<file path="src/rtl/motor_rpm_plant.sv">
// Motor/ESC plant model: per-channel first-order lag toward mot_set with slew limit and saturation.
// A preload input opens the loop, and a settle detector reports sustained in-band tracking.
module motor_rpm_plant #(
  parameter int NUM_MOT       = 4,
  parameter int W             = 16,
  parameter int SHIFT         = 2,
  parameter int MAX_STEP      = 1000,
  parameter int PRESCALE      = 1,
  parameter int TOL           = 4,
  parameter int STABLE_CYCLES = 8
) (
  input  logic                        clk,
  input  logic                        resetn,
  input  logic                        set,
  input  logic [NUM_MOT-1:0][W-1:0]   rpm_sense_set,
  input  logic [NUM_MOT-1:0][W-1:0]   mot_set,
  output logic [NUM_MOT-1:0][W-1:0]   rpm_sense,
  output logic                        settled
);

  localparam int PW = (PRESCALE > 1) ? $clog2(PRESCALE) : 1;
  localparam int SW = $clog2(STABLE_CYCLES + 1);

  localparam logic [PW-1:0]       PLAST   = PW'(PRESCALE - 1);
  localparam logic [SW-1:0]       SMAX    = SW'(STABLE_CYCLES);
  localparam logic signed [W:0]   ZERO    = '0;
  localparam logic signed [W:0]   ONE     = (W+1)'(1);
  localparam logic signed [W:0]   STEP_HI = (W+1)'(MAX_STEP);
  localparam logic signed [W:0]   STEP_LO = -STEP_HI;
  localparam logic signed [W:0]   TOL_HI  = (W+1)'(TOL);
  localparam logic signed [W:0]   TOL_LO  = -TOL_HI;
  localparam logic signed [W:0]   SAT_HI  = (W+1)'((1 << (W-1)) - 1);
  localparam logic signed [W:0]   SAT_LO  = -SAT_HI - ONE;

  logic [PW-1:0]              pcnt;
  logic [SW-1:0]              scnt;
  logic [SW-1:0]              scnt_nxt;
  logic                       tick;
  logic                       all_in;
  logic [NUM_MOT-1:0]         in_band;
  logic signed [W:0]          err  [NUM_MOT];
  logic signed [W:0]          step [NUM_MOT];
  logic signed [W:0]          sum  [NUM_MOT];
  logic [NUM_MOT-1:0][W-1:0]  upd;

  // All arithmetic runs at W+1 bits so full-scale error and the saturating add never wrap.
  always_comb begin
    tick = (pcnt == PLAST);
    upd  = rpm_sense;
    for (int i = 0; i < NUM_MOT; i++) begin
      err[i]  = $signed({mot_set[i][W-1], mot_set[i]}) - $signed({rpm_sense[i][W-1], rpm_sense[i]});
      step[i] = err[i] >>> SHIFT;
      if (err[i] > ZERO && step[i] == ZERO) begin
        step[i] = ONE;
      end else if (err[i] < ZERO && step[i] == ZERO) begin
        step[i] = -ONE;
      end
      if (step[i] > STEP_HI) begin
        step[i] = STEP_HI;
      end else if (step[i] < STEP_LO) begin
        step[i] = STEP_LO;
      end
      sum[i] = $signed({rpm_sense[i][W-1], rpm_sense[i]}) + step[i];
      if (sum[i] > SAT_HI) begin
        upd[i] = SAT_HI[W-1:0];
      end else if (sum[i] < SAT_LO) begin
        upd[i] = SAT_LO[W-1:0];
      end else begin
        upd[i] = sum[i][W-1:0];
      end
      in_band[i] = (err[i] <= TOL_HI) && (err[i] >= TOL_LO);
    end
    all_in = &in_band;
    if (!all_in) begin
      scnt_nxt = '0;
    end else if (scnt == SMAX) begin
      scnt_nxt = scnt;
    end else begin
      scnt_nxt = scnt + 1'b1;
    end
  end

  // Preload has priority over update ticks and restarts both the prescaler and the settle count.
  always_ff @(posedge clk or posedge resetn) begin
    if (resetn) begin
      rpm_sense <= '0;
      pcnt      <= '0;
      scnt      <= '0;
      settled   <= 1'b0;
    end else if (set) begin
      rpm_sense <= rpm_sense_set;
      pcnt      <= '0;
      scnt      <= '0;
      settled   <= 1'b0;
    end else begin
      pcnt    <= tick ? '0 : pcnt + 1'b1;
      scnt    <= scnt_nxt;
      settled <= (scnt_nxt == SMAX);
      if (tick) begin
        rpm_sense <= upd;
      end
    end
  end

endmodule

</file>
<file path="config.mk">
export PLATFORM = sky130hd
export DESIGN_NAME = motor_rpm_plant
export DESIGN_NICKNAME = d
export VERILOG_FILES = /design/src/rtl/motor_rpm_plant.sv
export SDC_FILE = /design/constraint.sdc
export NUM_CORES = 1
export LEC_CHECK = 0
export ABC_AREA = 0
export BUFFER_PORTS_ARGS = -buffer_cell sky130_fd_sc_hd__buf_4
export CELL_PAD_IN_SITES_DETAIL_PLACEMENT = 1
export CELL_PAD_IN_SITES_GLOBAL_PLACEMENT = 1
export CORE_MARGIN = 2
export CORE_UTILIZATION = 46
export CTS_BUF_LIST = sky130_fd_sc_hd__clkbuf_2 sky130_fd_sc_hd__clkbuf_4 sky130_fd_sc_hd__clkbuf_8
export DETAILED_ROUTE_END_ITERATION = 12
export GPL_TIMING_DRIVEN = 0
export PLACE_DENSITY_LB_ADDON = 0.08
export RECOVER_POWER = 100
export SYNTH_ARGS = -nofsm -noshare
export SYNTH_HDL_FRONTEND = slang
export SYNTH_SLANG_ARGS = --single-unit
export TNS_END_PERCENT = 5
</file>
<file path="constraint.sdc">
create_clock -name clk -period 12.5 [get_ports clk]
set_input_delay 0.625 -clock clk [delete_from_list [all_inputs] [get_ports clk]]
set_output_delay 0.625 -clock clk [all_outputs]
set_load 0.01 [all_outputs]
</file>
==> results of run 1 <==
per-stage QoR:
step,hold WS (ns),std cells
floorplan,0.602,1335
global placement,0.638,1815
detailed placement,0.593,1816
CTS,0.175,1832
global route,0.363,1833
finish,0.351,1833
cell families after synthesis:
family / count (synthesis)
compound gates: 478
simple gates: 383
fa+ha+maj: 151
buf+inv: 149
xor+xnor: 94
flops: 69
mux: 11
registers in the layout, summed over array words and instances (netlist names):
name / cells
settled: 1
scnt: 4
rpm_sense: 64
cell usage after synthesis (all sizes together) (6+ instances only):
master	n
xnor2	66
o21ai	108
a211o	9
maj3	9
o21a	32
a21boi	11
o21bai	13
clkbuf	27
nor2b	37
xor2	28
nor3	23
dfrtp	69
a31oi	10
nand2b	27
o211ai	13
o31ai	11
or3	9
fa	8
a2111oi	6
mux2i	7
nand2	81
and3	21
nand4	14
inv	116
or2	13
a221o	29
nor3b	6
a21o	36
a211oi	24
buf	6
nor2	82
and2	10
nand3	33
a21oi	122
ha	134
layer usage:
metal	vias up	wire [µm]	global-route usage (%)
met5	-	0	0
met4	0	567	6.44
met3	34	1180	3.05
met2	204	16000	47.9
met1	5203	16300	38.7
li1	5346	-	-
worst max-delay path, delay by kind of cell:
family | cells | cell delay, ns
AO/OA/AOI/OAI | 14 | 4.66
buffers and inverters | 7 | 1.24
AND/OR/NAND/NOR | 6 | 1.14
adder cells (fa/ha/maj) | 5 | 1.54
cells in the final DEF, fill, tap and decap left out, drive strengths merged, types with 14 or more instances in the layout:
cell type / instances
a211oi: 24
a21o: 36
a21oi: 122
a221o: 29
and3: 21
buf: 132
clkbuf: 107
dfrtp: 69
ha: 134
inv: 116
nand2: 81
nand2b: 27
nand3: 33
nand4: 14
nor2: 82
nor2b: 37
nor3: 23
o21a: 32
o21ai: 108
xnor2: 66
xor2: 28
worst paths after layout:
path,start,slack [ns],to
worst max register to register,rpm_sense[16],3.60,rpm_sense[23]
max in group asynchronous,resetn,8.74,rpm_sense[6]
worst min-delay path,resetn,0.35,rpm_sense[22]
worst max-delay path,mot_set[16],3.60,rpm_sense[23]
min in group clk,rpm_sense_set[12],0.47,rpm_sense[12]
worst min register to register,scnt[3],0.64,scnt[3]
final cells by class:
class	instances	area (µm²)	share of cell area (%)
Clock inverter	6	71.3	0.586
Antenna cell	1	2.50	0.0206
Inverter	116	437	3.59
Clock buffer	10	138	1.13
Sequential cell	69	1730	14.2
Multi-Input combinational cell	1117	8090	66.4
Tap cell	285	357	2.93
Buffer	33	129	1.06
Timing Repair Buffer	196	1220	10.1
==> out/metrics.yaml, run 1 <==
run_status:
  status: "finished, violations left"
  violations: "max-capacitance violations, max-slew violations"
logic_synthesis:
  synth_compound_area_share_pct: 31.2
  syn_nets: 1608
  ys_seq_area_share_pct: 16.5
  synth_edf_count: 0
  synth_area_leaders: "dfrtp_1 (17%), ha_1 (16%), a21oi_1 (5.7%)"
  synthSimpleGateAreaFrac_pct: 19.3
  muxShareOfSynthArea_pct: 1.14
  syn_inst: 1335
  synth.avg_cell_area_um2: 7.83
  ys_types: 96
  async_reset_ff_share_pct: 100
  synth_top_flop_cell: "dfrtp_1"
  synth_top_family_by_area: "compound AO/OA/AOI/OAI gates"
  synth_warnings: 0
  yosys.area.top_type: "dfrtp_1"
  synth.top_cell.area_share_pct: 16.5
  ys_ff_latch: 69
  syn_area_um2: 10500
  synth-xor-area-share_pct: 8.02
  synthAdderAreaFrac_pct: 18.4
grt:
  grt_pass1_vias: 11157
  grt_max_degree: 57
  grt_overflow: 0
  grt_pass1_wl_um: 55400
  antenna_found_initial: 1
  grt_use_total_pct: 28.2
route:
  viasPerCell: 5.88
  drt_wl_total_um: 34100
  drt_iter0_drc: 571
  num_vias: 10787
  wire_per_inst_um: 18.6
  drc: 0
  ant_nets: 0
  dr.pass1.iters: 5
worst_setup_path:
  crit_arrival_ns: 9.21
  r2r.worst_path.cells: 30
  cp_common_cell: "a21oi_1"
  crit_path_end_kind: "flip-flop"
  crit_type: "input port to flip-flop"
  slowest_delay_ns: 0.96
  worstPathRequired_ns: 12.81
  cp-start-kind: "input port"
  crit_fanout: 10
  cpMaxStageDelayCell: "a2111oi_0"
sta:
  tns_ns: 0
  hold_violations: 0
  period_share_pct: 71.2
  fin_skew_ns: 0.0240
  maxSlewHeadroom_pct: -110
  fin_crit_ns: 8.90
  worst_slack_ns: 3.60
  fmax_mhz: 112
  setup_viol: 0
  rsz0062_at_grt: "no"
  tightest_slew_ns: 3.15
  slew_viol_final: 57
layout:
  fin_nets: 1815
  stdcell_area_um2: 12200
  final_layout_size_suffix_gt1_share_pct: 11.8
  fillCellCount: 2904
  syn2layout_area_growth_pct: 16.4
  final_util_pct: 54.1
placement:
  place_ws_ns: 4.27
  placed_area_um2: 12300
  place_congestion: 0.873
  io_buffer_count: 195
  hpwl_um: 28100
die:
  core_area_um2: 22500
  fp-row-count: 55
  initial_utilization_pct: 46.5
  io_pins: 196
  die_w_um: 155
  die_h_um: 155
  die-area_um2: 23900
clock_network:
  ctsResizeCount: 0
  clk_path_buf_depth: 2
  post_cts_buffers: 0
  clk_pin_slew_worst_paths_ns: 0.10
  cts-buffers-inserted: 9
  root_buffer: "clkbuf_8"
  cts.sinks: 69
  clk_latency_ns: 0.37
  htree_levels: 3
  cts_hold_buf: 0
  cts_tree: "done"
min_path:
  hold_path_class: "input port to asynchronous set/reset pin"
job:
  cap_violations: 1
Power of run 1 is not shown: default switching activity piles up to over one toggle a cycle in this logic, so the estimate is an artifact.
==> run 2: changes to the inputs <==
--- a/config.mk
+++ b/config.mk
@@ -10,7 +10,7 @@
 export CELL_PAD_IN_SITES_DETAIL_PLACEMENT = 1
 export CELL_PAD_IN_SITES_GLOBAL_PLACEMENT = 1
 export CORE_MARGIN = 2
-export CORE_UTILIZATION = 46
+export CORE_UTILIZATION = 39
 export CTS_BUF_LIST = sky130_fd_sc_hd__clkbuf_2 sky130_fd_sc_hd__clkbuf_4 sky130_fd_sc_hd__clkbuf_8
 export DETAILED_ROUTE_END_ITERATION = 12
 export GPL_TIMING_DRIVEN = 0
==> constraint.sdc (replaced) <==
create_clock -name clk -period 7.2 [get_ports clk]
set_input_delay 0.36 -clock clk [delete_from_list [all_inputs] [get_ports clk]]
set_output_delay 0.36 -clock clk [all_outputs]
set_load 0.01 [all_outputs]
==> run 2 against run 1 <==
Against the previous run:
- the flow still finishes with violations (max-capacitance violations, max-slew violations)
- sequential share of layout area shrank 0.25 points
- critical path type is now flip-flop to flip-flop
- sequential cell count is the same
- critical path depth shrank 5
- non-clock buffer count grew 4
- die area grew 17%
- cell area grew 1.8%
- highest routed layer unchanged
- largest cell class unchanged
==> out/metrics.yaml, run 2 (synthesis results as in run 1) <==
sta:
  rsz0062_at_grt: "yes"
  setup_viol: 0  # unchanged
  fin_crit_ns: 6.76
  hold_violations: 0  # unchanged
  slew_viol_final: 45  # -21%
  maxSlewHeadroom_pct: -70.5  # +40 points
  fmax_mhz: 148
  tns_ns: 0  # unchanged
  period_share_pct: 93.9
  tightest_slew_ns: 2.56  # -0.597 ns
  fin_skew_ns: 0.0150  # -0.00900 ns
layout:
  final_layout_size_suffix_gt1_share_pct: 13.3  # +1.5 points
  regMostFlops: "rpm_sense"
  final_cell_mix: "buf_4 (135), ha_1 (134), a21oi_1 (119)"
  top_regs: "rpm_sense (64), scnt (4), settled (1)"
  largest_reg_flops: 64  # unchanged
  final_cells: 1887  # +2.9%
  final_util_pct: 47.3  # -6.8 points
  fin_nets: 1819  # +0.22%
  layout_commonest_cell: "buf_4"
  stdcell_area_um2: 12400  # +1.8%
  syn2layout_area_growth_pct: 18.5
grt:
  grt_pass1_wl_um: 55100  # -0.44%
  grt_max_degree: 45  # -21%
  grt_pass1_vias: 10920  # -2.1%
  grt_use_total_pct: 23.9  # -4.4 points
  antenna_found_initial: 2  # +1
  grt_overflow: 0  # unchanged
route:
  drc: 0  # unchanged
  drt_iter0_drc: 461  # -19%
  wire_per_inst_um: 18.0  # -3.3%
  drt_wl_total_um: 33900  # -0.48%
  viasPerCell: 5.68  # -3.5%
  ant_nets: 0  # unchanged
  num_vias: 10715  # -0.67%
  dr.pass1.iters: 5  # unchanged
die:
  initial_utilization_pct: 39.9  # -6.6 points
  die_w_um: 168  # +8.4%
  die-area_um2: 28100  # +17%
  fp-row-count: 59  # +7.3%
  io_pins: 196  # unchanged
  die_h_um: 168  # +8.4%
  core_area_um2: 26200  # +16%
run_status:
  violations: "max-capacitance violations, max-slew violations"
  status: "finished, violations left"
clock_network:
  htree_levels: 3  # unchanged
  clk_pin_slew_worst_paths_ns: 0.09  # about the same
  root_buffer: "clkbuf_8"
  clk_latency_ns: 0.37  # about the same
  cts_tree: "done"
  clk_path_buf_depth: 2  # unchanged
  cts-buffers-inserted: 9  # unchanged
  cts.sinks: 69  # unchanged
placement:
  dp_cells: 1866  # +2.8%
  placed_area_um2: 12400  # +0.51%
  hpwl_um: 28100  # -0.14%
  place_congestion: 0.877  # +0.50%
  io_buffer_count: 195  # unchanged
min_path:
  hold_path_class: "input port to flip-flop"
worst_setup_path:
  crit_fanout: 10  # unchanged
  slowest_delay_ns: 0.43  # -0.53 ns
  cpMaxStageDelayCell: "fa_1"
  cp_common_cell: "a21oi_1"
  crit_arrival_ns: 7.02  # -2.19 ns
  cp-start-kind: "flip-flop"
  crit_type: "flip-flop to flip-flop"
  worstPathRequired_ns: 7.46  # -5.35 ns
  crit_path_end_kind: "flip-flop"
job:
  cap_violations: 1  # unchanged
run 2: changes by cell type in the layout (fill, tap and decap cells not counted), moves of 2 or more:
cell        previous run  this run
buf_4                130       135
clkinv_4               2         0
clkinvlp_4             2         4
nor2_1                82        80
a21oi_4                0         2
clkinv_2               0         2
clkbuf_1              96        90
a311oi_1               3         1
clkbuf_2               0         2
a2111oi_0              5         3
a21oi_1              121       119
run 2: area by class of cell:
type / count / area (µm²)
fill: 3356 / 13800
antenna: 1 / 2.50
inverter: 116 / 437
sequential: 69 / 1730
timing repair buffer: 200 / 1260
multi-input combinational: 1117 / 8230
clock buffer: 10 / 131
tap: 335 / 419
buffer: 33 / 143
clock inverter: 6 / 40.0
run 2: per-layer routing:
metal,share of wire (%),global-route usage (%)
met5,0,0
met2,46,40.8
met3,3.4,2.55
met1,49,32.6
met4,1.3,4.95
run 2: worst max-delay path, delay by kind of cell (launching register included):
| kind | cells | cell delay, ns |
|---|---|---|
| adders and majority gates | 5 | 1.61 |
| and+or+nand+nor | 8 | 1.26 |
| AOI/OAI and AO/OA | 10 | 2.65 |
| xor gates and xnor gates | 1 | 0.12 |
| DFF | 1 | 0.40 |
| buffers and inverters | 3 | 0.60 |
run 2: path summary, 6_finish.rpt:
| path | startpoint | to | slack [ns] | cells past startpoint |
|---|---|---|---|---|
| setup / recovery | rpm_sense[48] | rpm_sense[54] | 0.44 | 27 |
| hold / removal | rpm_sense_set[62] | rpm_sense[62] | 0.20 | 2 |
| setup reg to reg | rpm_sense[48] | rpm_sense[54] | 0.44 | 27 |
| hold reg to reg | scnt[3] | scnt[3] | 0.62 | 2 |
| max in group asynchronous | resetn | rpm_sense[15] | 3.46 | 4 |
| min in group asynchronous | resetn | rpm_sense[31] | 0.81 | 3 |
run 2: per-stage QoR:
step	hold WS [ns]	worst slack, ns
6_report	0.196	0.443
3_5_place_dp	0.388	-0.683
4_1_cts	0.183	0.00546
5_1_grt	0.196	-0.0781
2_1_floorplan	0.477	1.09
3_3_place_gp	0.569	-0.554
run 2: repair_timing:
action | CTS | global route
resized for setup | 10 | 17
setup endpoints to repair | 26 | 54
pin swaps | 1 | 2
setup buffers | 0 | 3
hold buffers | 1 | 0
hold endpoints to repair | 25 | 0
Power of run 2 is left out for the same reason.
